## src/rtl/four_bit_adder.sv

```systemverilog
// Registered ripple-carry adder: WIDTH full-adder cells feeding an output register.
// Define FOUR_BIT_ADDER_OVF_EN to add the registered signed-overflow output ovf.
module four_bit_adder #(
  parameter int unsigned WIDTH = 4
) (
  input  logic             clk,
  input  logic             rst_n,
  input  logic [WIDTH-1:0] A,
  input  logic [WIDTH-1:0] B,
  input  logic             cin,
  output logic [WIDTH-1:0] sum,
  output logic             cout,
  output logic             out_valid
`ifdef FOUR_BIT_ADDER_OVF_EN
  ,
  output logic             ovf
`endif
);

  logic [WIDTH:0]   carry;
  logic [WIDTH-1:0] sum_d, sum_q;
  logic             cout_d, cout_q;
  logic             valid_q;

  // Explicit per-bit full-adder cells; carry[i] feeds cell i.
  always_comb begin
    carry    = '0;
    sum_d    = '0;
    carry[0] = cin;
    for (int i = 0; i < int'(WIDTH); i++) begin
      sum_d[i]   = A[i] ^ B[i] ^ carry[i];
      carry[i+1] = (A[i] & B[i]) | (carry[i] & (A[i] ^ B[i]));
    end
    cout_d = carry[WIDTH];
  end

  always_ff @(posedge clk or negedge rst_n) begin
    if (!rst_n) begin
      sum_q   <= '0;
      cout_q  <= 1'b0;
      valid_q <= 1'b0;
    end else begin
      sum_q   <= sum_d;
      cout_q  <= cout_d;
      valid_q <= 1'b1;
    end
  end

  assign sum       = sum_q;
  assign cout      = cout_q;
  assign out_valid = valid_q;

`ifdef FOUR_BIT_ADDER_OVF_EN
  logic ovf_d, ovf_q;

  // Carry into and out of the MSB disagree exactly on two's-complement overflow.
  always_comb begin
    ovf_d = carry[WIDTH] ^ carry[WIDTH-1];
  end

  always_ff @(posedge clk or negedge rst_n) begin
    if (!rst_n) begin
      ovf_q <= 1'b0;
    end else begin
      ovf_q <= ovf_d;
    end
  end

  assign ovf = ovf_q;
`endif

endmodule

```

## config.mk

```make
export PLATFORM = sky130hd
export DESIGN_NAME = four_bit_adder
export DESIGN_NICKNAME = d
export VERILOG_FILES = /design/src/rtl/four_bit_adder.sv
export SDC_FILE = /design/constraint.sdc
export NUM_CORES = 1
export LEC_CHECK = 0
export ABC_AREA = 1
export BUFFER_PORTS_ARGS = -buffer_cell sky130_fd_sc_hd__buf_2
export CORE_AREA = 4 4 41 43
export DETAILED_ROUTE_END_ITERATION = 8
export DIE_AREA = 0 0 45 47
export GPL_TIMING_DRIVEN = 1
export PLACE_DENSITY = 0.45
export SLEW_MARGIN = 10
export SYNTH_ARGS = -nofsm -noshare
export SYNTH_HDL_FRONTEND = slang
export SYNTH_SLANG_ARGS = --single-unit
```

## constraint.sdc

```tcl
create_clock -name clk -period 0.85 [get_ports clk]
set_clock_uncertainty 0.05 [all_clocks]
set_input_delay 0.1275 -clock clk [delete_from_list [all_inputs] [get_ports clk]]
set_output_delay 0.1275 -clock clk [all_outputs]
set_load 0.005 [all_outputs]
```

==> results.json <==
{
  "tns_ns": -1.920,
  "dieHeight_um": 47,
  "antenna_cells": 0,
  "cp-start-kind": "primary input",
  "coreArea_um2": 1301,
  "async_flop_share": 1.000,
  "cts_root_buffer": "clkbuf_4",
  "worst_ep_required_time_ns": 0.98,
  "yosysTopAreaCell": "dfrtp_1",
  "syn_area_um2": 271.5,
  "critPathMaxStageDelay_ns": 0.40,
  "path_max_fanout": 1,
  "cts.sinks": 6,
  "fin_cells": 56,
  "synth_top_family_by_area": "adder cells",
  "whs_ns": 0.1342,
  "antenna_found_initial": 0,
  "synth_xor_area_frac": 0,
  "htree_num_levels": 1,
  "period_minus_slack_ns": 1.569,
  "power.density_nw_per_um2": 1736,
  "synth_top_area_share": 0.5530,
  "drt_iter0_markers": 0,
  "setup-violations-final": 10,
  "vias": 183,
  "clockBufferDepth": 2,
  "syn2layout_area_growth_pct": 53.46,
  "synth_adder_area_share": 0.2949,
  "fin_crit_sh": 1.846,
  "wl_per_cell_um": 6.964,
  "synth_cell_types": 4,
  "cap_viol_max_count": 0,
  "synth_edf_count": 0,
  "power_mw": 0.7231,
  "synth_simple_gate_area_frac": 0,
  "critPathSlowestCell": "fa_1",
  "numCtsBuffers": 3,
  "syn_avg_cell_area_um2": 12.93,
  "layout.nets": 58,
  "dieArea_um2": 2115,
  "fin_util": 0.3202,
  "drt_pre_antenna_iters": 1,
  "routed_wl_um": 390,
  "grt_max_degree": 7,
  "end_kind": "flip-flop",
  "crit_chain": "buf_6 -> fa_2 -> inv_2 -> fa_2 -> inv_2 -> fa_2 -> inv_2 -> fa_1 -> inv_1",
  "ir_drop_mv": 0.6099,
  "num_rows": 13,
  "place_inst": 52,
  "layout-drive-gt1-share": 0.6341,
  "avgViaCountPerCell": 3.268,
  "grt_usage": 0.04884,
  "rsz0062_at_grt": "yes",
  "fmax_mhz": 637.3,
  "synth-seq-cells": 6,
  "yosysWarningCount": 0,
  "synth.most_common_cell": "inv_1",
  "overflow": 0,
  "cts_tree": "built",
  "failed_checks": "negative setup slack",
  "setup_ws_ns": -0.7191,
  "seq_area_frac_synth": 0.5530,
  "synth_common_cells": "10 x inv_1, 6 x dfrtp_1, 4 x fa_1",
  "grt_pass1_wl_um": 621,
  "status": "complete, but fails checks",
  "hold_violations": 0,
  "io_pins": 17,
  "grt_pass1_vias": 181,
  "drc_errors": 0,
  "port-buffer-count": 16,
  "netlist_instances": 21,
  "p_leak_nw": 0.2319,
  "synth-compound-area-share": 0,
  "gp_congestion": 0.5570,
  "fp.dieW_um": 45,
  "arrival_ns": 1.70,
  "yosys-top-cells-area": "dfrtp_1 55%, fa_1 29%, inv_1 14%, conb_1 1.4%",
  "synthMuxAreaShare": 0,
  "hold_class": "primary input to flip-flop",
  "synthesis.nets": 36,
  "ant_nets": 0,
  "critical_path_class": "primary input to flip-flop",
  "ys.flop_type": "dfrtp_1",
  "slew_violations": 0,
  "clk_pin_slew_worst_paths_ns": 0.04,
  "initial_utilization": 0.2087
}
critical path: cells and delay by family:
kind	cells	cell delay (ns)
buffers and inverters	5	0.31
adder cells (fa/ha/maj)	4	1.27
per-stage QoR:
step / setup slack [ns] / instance area, um2
after global routing: -0.7666 / 416.7
final: -0.7191 / 416.7
after global placement: -1.035 / 377.9
after detailed placement: -1.030 / 377.9
after CTS: -0.7209 / 416.7
after floorplan: -0.8872 / 279.0
sequential cells by signal, indices dropped and copies added (netlist names):
name and count:
sum 4, out_valid 1, cout 1
layout make-up:
class                      count  area, um2
fill                         154      884.6
sequential                     6      150.1
timing repair buffer          17      96.34
multi-input combinational      5      91.34
inverter                      10      37.54
clock buffer                   3      22.52
tap                           15      18.77
power breakdown:
part / internal (mW) / switching (mW) / total [mW]
logic: 0.0759 / 0.0662 / 0.142
clock network: 0.159 / 0.0870 / 0.246
registers: 0.327 / 0.00782 / 0.335
final timing paths:
kind / startpoint / to / slack [ns] / cells past startpoint
min in group asynchronous: rst_n / out_valid / 0.19 / 2
setup / recovery: cin / sum[3] / -0.72 / 9
hold / removal: cin / sum[0] / 0.13 / 2
max in group asynchronous: rst_n / cout / 0.42 / 2
cell usage in the layout, fill, tap and decap left out, drive strengths merged:
master	instances
clkbuf	3
dlygate4sd3	1
dfrtp	6
buf	16
conb	1
fa	4
inv	10
logic make-up (layout without fill, tap and decap cells):
group / after synthesis / count (layout)
adders and majority gates: 4 / 4
other: 1 / 1
buffers and inverters: 10 / 30
DFF: 6 / 6
routing by layer:
metal / GRT usage / part of all wire
met1: 0.04019 / 0.37
met2: 0.06497 / 0.43
met3: 0.02299 / 0.15
met4: 0.08772 / 0.049
met5: 0 / 0
repair_timing:
item                                    CTS  global route
pin swaps                                 4             0
hold buffers                              1             0
buffers inserted                          0             0
endpoints found under the setup margin   10            10
resized for setup                         1             1
endpoints found under the hold margin     6             0
No activity file was read; power rests on OpenSTA's default activity.
